**config.mk**
```make
export PLATFORM = sky130hd
export DESIGN_NAME = ring_token_arbiter
export DESIGN_NICKNAME = d
export VERILOG_FILES = /design/src/rtl/ring_token_arbiter.sv
export SDC_FILE = /design/constraint.sdc
export NUM_CORES = 1
export LEC_CHECK = 0
export ABC_AREA = 0
export CORE_ASPECT_RATIO = 1.25
export CORE_MARGIN = 4
export CORE_UTILIZATION = 26
export CTS_BUF_LIST = sky130_fd_sc_hd__clkbuf_16
export CTS_CLUSTER_DIAMETER = 120
export DETAILED_ROUTE_END_ITERATION = 7
export PLACE_DENSITY_LB_ADDON = 0.12
export SYNTH_ARGS = -nofsm -noshare
export SYNTH_HDL_FRONTEND = slang
export SYNTH_SLANG_ARGS = --single-unit
```
**constraint.sdc**
```tcl
create_clock -name clock -period 2.9 [get_ports clock]
set_input_delay 0.435 -clock clock [delete_from_list [all_inputs] [get_ports clock]]
set_output_delay 0.435 -clock clock [all_outputs]
set_load 0.03 [all_outputs]
```
**src/rtl/ring_token_arbiter.sv**
```systemverilog
// ring_token_arbiter
//   Shares this core's ring token among N_REQ local I/O units. The circulating
//   TOKEN slot is captured and granted round-robin to one requesting unit.
//   That unit may overwrite NULL slots for up to MAX_BURST slots, after which
//   the TOKEN is re-emitted downstream on the next NULL slot.
//
// Ports
//   clock, reset      ring clock, asynchronous active-low reset
//   whichCore         this core's number (source of the re-emitted token)
//   SlotTypeIn        slot type currently in this core's ring stage
//   wantsToken        per-unit level request, held until served
//   driveRingReq      per-unit "driving my ring outputs this cycle"
//   ringOutBus        per-unit slot data, unit i at [32i+31:32i]
//   slotTypeOutBus    per-unit slot type, unit i at [4i+3:4i]
//   sourceOutBus      per-unit source,    unit i at [4i+3:4i]
//   acquireToken      one-hot grant, combinational
//   DriveRing         ring stage takes RingOut/SlotTypeOut/SourceOut
//   RingOut, SlotTypeOut, SourceOut  muxed ring drive
//   tokenHeld         arbiter owns the token (HOLD or RELEASE)
//   protocolError     sticky: some unit drove without its acquire

// Per-unit gating: a unit's data reaches the mux only while it holds acquire
// and asks to drive; driving without acquire is flagged and otherwise ignored.
module ring_token_arbiter_lane (
  input  logic        acquire,
  input  logic        drive_req,
  input  logic [31:0] ring,
  input  logic [3:0]  slot_type,
  input  logic [3:0]  source,
  output logic        drive,
  output logic [31:0] ring_m,
  output logic [3:0]  type_m,
  output logic [3:0]  src_m,
  output logic        err
);
  assign drive  = acquire & drive_req;
  assign ring_m = drive ? ring      : 32'd0;
  assign type_m = drive ? slot_type : 4'd0;
  assign src_m  = drive ? source    : 4'd0;
  assign err    = drive_req & ~acquire;
endmodule

module ring_token_arbiter #(
  parameter int         N_REQ     = 4,
  parameter int         MAX_BURST = 8,
  parameter logic [3:0] TOKEN     = 4'd1,
  parameter logic [3:0] NULL      = 4'd7
) (
  input  logic               clock,
  input  logic               reset,
  input  logic [3:0]         whichCore,
  input  logic [3:0]         SlotTypeIn,
  input  logic [N_REQ-1:0]   wantsToken,
  input  logic [N_REQ-1:0]   driveRingReq,
  input  logic [32*N_REQ-1:0] ringOutBus,
  input  logic [4*N_REQ-1:0] slotTypeOutBus,
  input  logic [4*N_REQ-1:0] sourceOutBus,
  output logic [N_REQ-1:0]   acquireToken,
  output logic               DriveRing,
  output logic [31:0]        RingOut,
  output logic [3:0]         SlotTypeOut,
  output logic [3:0]         SourceOut,
  output logic               tokenHeld,
  output logic               protocolError
);
  localparam int         IW       = $clog2(N_REQ);
  localparam logic [3:0] MAXB     = 4'(MAX_BURST);
  localparam bit         ONE_SHOT = (MAX_BURST == 1);

  typedef enum logic [1:0] {IDLE = 2'd0, HOLD = 2'd1, RELEASE = 2'd2} state_t;

  state_t          state, state_nxt;
  logic [IW-1:0]   rr_ptr, rr_ptr_nxt, owner, owner_nxt, winner, idx;
  logic [3:0]      burst, burst_nxt;
  logic            win_found, is_tok, is_null;
  logic [N_REQ-1:0] win_oh, acq;
  logic            drv_null, drv_tok;

  // per-lane views of the flat buses
  logic [N_REQ-1:0][31:0] lane_ring;
  logic [N_REQ-1:0][3:0]  lane_type, lane_src, m_type, m_src;
  logic [N_REQ-1:0][31:0] m_ring;
  logic [N_REQ-1:0]       lane_drv, lane_err;

  assign is_tok  = (SlotTypeIn == TOKEN);
  assign is_null = (SlotTypeIn == NULL);

  function automatic logic [IW-1:0] inc_mod(input logic [IW-1:0] v);
    inc_mod = (int'(v) == N_REQ - 1) ? '0 : v + 1'b1;
  endfunction

  // Round-robin winner: first requester at or after rr_ptr.
  always_comb begin
    winner    = '0;
    win_found = 1'b0;
    idx       = '0;
    for (int k = 0; k < N_REQ; k++) begin
      idx = IW'((int'(rr_ptr) + k) % N_REQ);
      if (!win_found && wantsToken[idx]) begin
        winner    = idx;
        win_found = 1'b1;
      end
    end
    win_oh         = '0;
    win_oh[winner] = win_found;
  end

  // State register
  always_ff @(posedge clock or negedge reset) begin
    if (!reset) begin
      state         <= IDLE;
      rr_ptr        <= '0;
      owner         <= '0;
      burst         <= '0;
      protocolError <= 1'b0;
    end else begin
      state  <= state_nxt;
      rr_ptr <= rr_ptr_nxt;
      owner  <= owner_nxt;
      burst  <= burst_nxt;
      if (|lane_err) protocolError <= 1'b1;
    end
  end

  // Next-state
  always_comb begin
    state_nxt  = state;
    rr_ptr_nxt = rr_ptr;
    owner_nxt  = owner;
    burst_nxt  = burst;
    unique case (state)
      IDLE: if (|acq) begin
        owner_nxt  = winner;
        rr_ptr_nxt = inc_mod(winner);
        burst_nxt  = driveRingReq[winner] ? 4'd1 : 4'd0;
        state_nxt  = (driveRingReq[winner] && ONE_SHOT) ? RELEASE : HOLD;
      end
      HOLD: begin
        if (acq[owner] && driveRingReq[owner]) burst_nxt = burst + 4'd1;
        // leave on the same edge as the last permitted slot
        if (!wantsToken[owner] || burst_nxt >= MAXB) state_nxt = RELEASE;
      end
      RELEASE: if (is_null) state_nxt = IDLE;
      default: state_nxt = IDLE;
    endcase
  end

  // Outputs: grants and arbiter-generated slots. Held inactive during reset
  // so the ring sees reset values immediately, not at the next edge.
  always_comb begin
    acq      = '0;
    drv_null = 1'b0;
    drv_tok  = 1'b0;
    unique case (state)
      IDLE: if (is_tok && win_found) begin
        acq      = win_oh;
        // token slot must be consumed; fill with NULL if winner is silent
        drv_null = !driveRingReq[winner];
      end
      HOLD: acq[owner] = wantsToken[owner] & is_null & (burst < MAXB);
      RELEASE: drv_tok = is_null;
      default: ;
    endcase
    if (!reset) begin
      acq      = '0;
      drv_null = 1'b0;
      drv_tok  = 1'b0;
    end
  end

  genvar g;
  generate
    for (g = 0; g < N_REQ; g++) begin : g_lane
      assign lane_ring[g] = ringOutBus[32*g +: 32];
      assign lane_type[g] = slotTypeOutBus[4*g +: 4];
      assign lane_src[g]  = sourceOutBus[4*g +: 4];
      ring_token_arbiter_lane u_lane (
        .acquire  (acq[g]),
        .drive_req(driveRingReq[g]),
        .ring     (lane_ring[g]),
        .slot_type(lane_type[g]),
        .source   (lane_src[g]),
        .drive    (lane_drv[g]),
        .ring_m   (m_ring[g]),
        .type_m   (m_type[g]),
        .src_m    (m_src[g]),
        .err      (lane_err[g])
      );
    end
  endgenerate

  // At most one lane is granted, so an OR of masked lanes is the mux.
  logic [31:0] or_ring;
  logic [3:0]  or_type, or_src;
  always_comb begin
    or_ring = '0;
    or_type = '0;
    or_src  = '0;
    for (int i = 0; i < N_REQ; i++) begin
      or_ring = or_ring | m_ring[i];
      or_type = or_type | m_type[i];
      or_src  = or_src  | m_src[i];
    end
  end

  assign acquireToken = acq;
  assign DriveRing    = (|lane_drv) | drv_null | drv_tok;
  assign RingOut      = or_ring;
  assign SlotTypeOut  = drv_tok ? TOKEN : ((|lane_drv) ? or_type : NULL);
  assign SourceOut    = drv_tok ? whichCore : or_src;
  assign tokenHeld    = (state == HOLD) || (state == RELEASE);

endmodule
```
==> results.cfg <==
[global_route]
antenna_found_initial = 1
grt-ovfl-total = 0
grt_pass1_vias = 3694
grt_use_total = 0.265
grt_max_degree = 33
grt_pass1_wl_um = 19000

[placement]
dpl_cell_area_mm2 = 0.00469
port_buffers = 224
globalplace.congestion = 0.943
placed_cells = 627
place_hpwl_um = 10500

[synthesis]
synth.distinct_cells = 53
synth-edff-count = 0
synthArstFlopShare = 1.00
yosys_register_bits = 11
yosysSeqAreaShare = 0.137
mappedNetlistArea_mm2 = 0.00201
avgSynthCellArea_um2 = 7.19
syn-num-nets = 466
syn_inst = 280
synth_flop_cell = dfrtp_1
yosysWarningCount = 0

[sta]
timing.slew.headroom = 0.712
setup_violations = 41
tns_ns = -7.88
finClkSkew_ns = 0.00409
tightest_slew_ns = 0.431
fin_crit_ns = 3.25
timing.final.crit_share = 1.12
fin_hold_ws_ns = 0.507
rsz0062_at_grt = true
setup_ws_ns = -0.349
clock.fmax_mhz = 308
report.final.hold_viol_count = 0
maxSlewViolCount = 0

[status]
status = finished with violations
failed_checks = setup timing

[critical_path]
cp_data_arrival_time_ns = 2.81
required_ns = 2.47
cp-start-kind = register
critPathSlowestCell = dfrtp_1
slowest_delay_ns = 0.43
reg2reg_to = state[0]$_DFFE_PN0P_
cp_cell_sequence = nor2b_4, o21a_1, nor3_4, inv_2, ha_4, and4_4, o21a_4, bufbuf_16, a222oi_1, nand2_1, buf_6
r2r-start = rr_ptr[1]$_DFFE_PN0P_
reg2reg_setup_slack_ns = 0.07
crit_buf_inv = 3
crit_type = register to primary output
critPathMaxFanout = 10
end_kind = primary output
crit_family = compound AO/OA/AOI/OAI gates
ff2ff_path_depth = 12

[power_and_ir_drop]
p_sw_frac = 0.366
total_power_mw = 1.71
p_per_area_mw_per_mm2 = 326
clkPwrFrac = 0.149
comb_power_share = 0.703
seqPwrFrac = 0.148
peakVddDrop_v = 0.000369
p_switching_mw = 0.626
internal_power_mw = 1.08
p_leak_nw = 2.24

[clocking]
clk_pin_slew_worst_paths_ns = 0.04
clkSinkCount = 11
hold_buffers = 0
htree_levels = 1
cts_tree = done
cts_made_buffers = 3
clock_latency_ns = 0.24
cts-root-buf = clkbuf_16
clockBufferDepth = 2

[route]
post_drt_via_cell_ratio = 5.50
drt-initial-drc-count = 357
post-route-drc-count = 0
wl_per_cell_um = 20.7
vias = 3555
ant_nets = 0
routed_wl_um = 13400
drtPass1Iterations = 7

[layout]
final_cells = 646
layout-area-overhead-vs-synth_pct = 160
drive_above_1_share = 0.291
fin_nets = 740
final_cell_area_mm2 = 0.00523

[die]
die_height_um = 106
start_util = 0.271
io_pins = 225
coreArea_mm2 = 0.00744
rows = 35
dieArea_mm2 = 0.00923
die_w_um = 86.7

[hold_path]
hp-class = register to register
hp-start = protocolError$_DFFE_PN0P_
holdPathEnd = protocolError$_DFFE_PN0P_
hold_depth = 2

[run]
drv_cap = 0
## flip-flops by register name, indices dropped and copies added, names as in the netlist
signal,count
state,2
owner,2
burst,4
rr_ptr,2
protocolError,1
## per-stage QoR
step                setup slack (ns)  utilization
finish                        -0.349        0.703
global route                  -0.454        0.703
CTS                           -0.292        0.678
detailed placement            -0.624        0.630
global placement              -0.552        0.630
floorplan                     0.0151            -
## power by group through the flow
| stage | Clock (mW) | Combinational, mW | Sequential, mW |
|---|---|---|---|
| floorplan | 0 | 0.457 | 0.250 |
| global placement | 0 | 0.997 | 0.252 |
| detailed placement | 0 | 1.01 | 0.256 |
| CTS | 0.259 | 1.10 | 0.252 |
| global route | 0.265 | 1.29 | 0.262 |
| finish | 0.254 | 1.20 | 0.253 |
## Yosys cell counts (3+ instances only)
cell type	count	share of area
a222oi_1	39	0.19
a21oi_1	14	0.035
nand3b_1	3	0.011
nor3_1	3	0.0075
buf_4	4	0.015
o211ai_1	4	0.015
nor2b_1	3	0.0093
and4b_1	4	0.020
nor2_1	13	0.024
o21a_1	4	0.015
a31oi_1	4	0.012
nand3_1	5	0.012
o22ai_1	3	0.0093
buf_2	3	0.0075
mux4_2	3	0.034
nor4_1	3	0.0093
o21ai_0	3	0.0075
nand2_1	78	0.15
ha_1	8	0.050
dfrtp_1	11	0.14
inv_1	9	0.017
clkbuf_1	16	0.030
## cell usage in the layout (no fill, tap or decap), types with 3 or more instances in the layout
master	instances
nand3b_1	3
nor2_1	10
nand2_1	76
clkdlybuf4s50_1	175
mux4_2	3
buf_12	4
inv_1	8
nor4_1	3
o21ai_0	3
a222oi_1	39
ha_1	4
a21oi_2	5
nand3_1	4
o211ai_1	4
ha_4	3
and4b_1	3
buf_4	71
buf_6	32
a21oi_1	8
clkbuf_16	4
buf_8	3
dfrtp_1	11
## metal layers
metal | vias up | wire (um) | track usage
met4 | 0 | 482 | 0.111
met5 | - | 0 | 0
met2 | 197 | 6880 | 0.479
li1 | 1663 | - | -
met1 | 1657 | 4730 | 0.279
met3 | 38 | 1310 | 0.0822
## cells by family after synthesis
kind of cell,share of synthesized area
AO/OA/AOI/OAI,0.348
XOR/XNOR,0.0174
adder cells (fa/ha/maj),0.0497
buffers and inverters,0.0689
flip-flops,0.137
multiplexers,0.0602
AND/OR/NAND/NOR,0.319
## final cells by class
cell class	count	area, um2
timing repair buffer	292	2890
fill	579	2210
multi-input combinational	237	1830
sequential	11	275
tap	92	115
clock buffer	3	75.1
inverter	9	33.8
clock inverter	1	3.75
antenna	1	2.50
## how the worst max path moves through the flow
stage	from	end	slack, ns	depth (start not counted)
after CTS	rr_ptr[1]$_DFFE_PN0P_	SlotTypeOut[1]	-0.29	11
after floorplan	rr_ptr[1]$_DFFE_PN0P_	SlotTypeOut[1]	0.02	9
final	rr_ptr[1]$_DFFE_PN0P_	RingOut[28]	-0.35	11
after global placement	wantsToken[3]	DriveRing	-0.55	12
after global routing	rr_ptr[1]$_DFFE_PN0P_	RingOut[28]	-0.45	12
after detailed placement	wantsToken[3]	DriveRing	-0.62	12
## worst min-delay path, delay by kind of cell, from the launching register on
| kind | cells | cell delay (ns) |
|---|---|---|
| AO/OA/AOI/OAI | 2 | 0.12 |
| flip-flops | 1 | 0.34 |
## repair_timing
action                                 CTS  global route
cloned                                   2             1
gates resized for setup                 53            27
setup buffers                            5             6
endpoints found under the hold margin    0             0
pin swaps                               14            18
setup endpoints to repair               52            49
No activity file was read; power rests on OpenSTA's default activity.
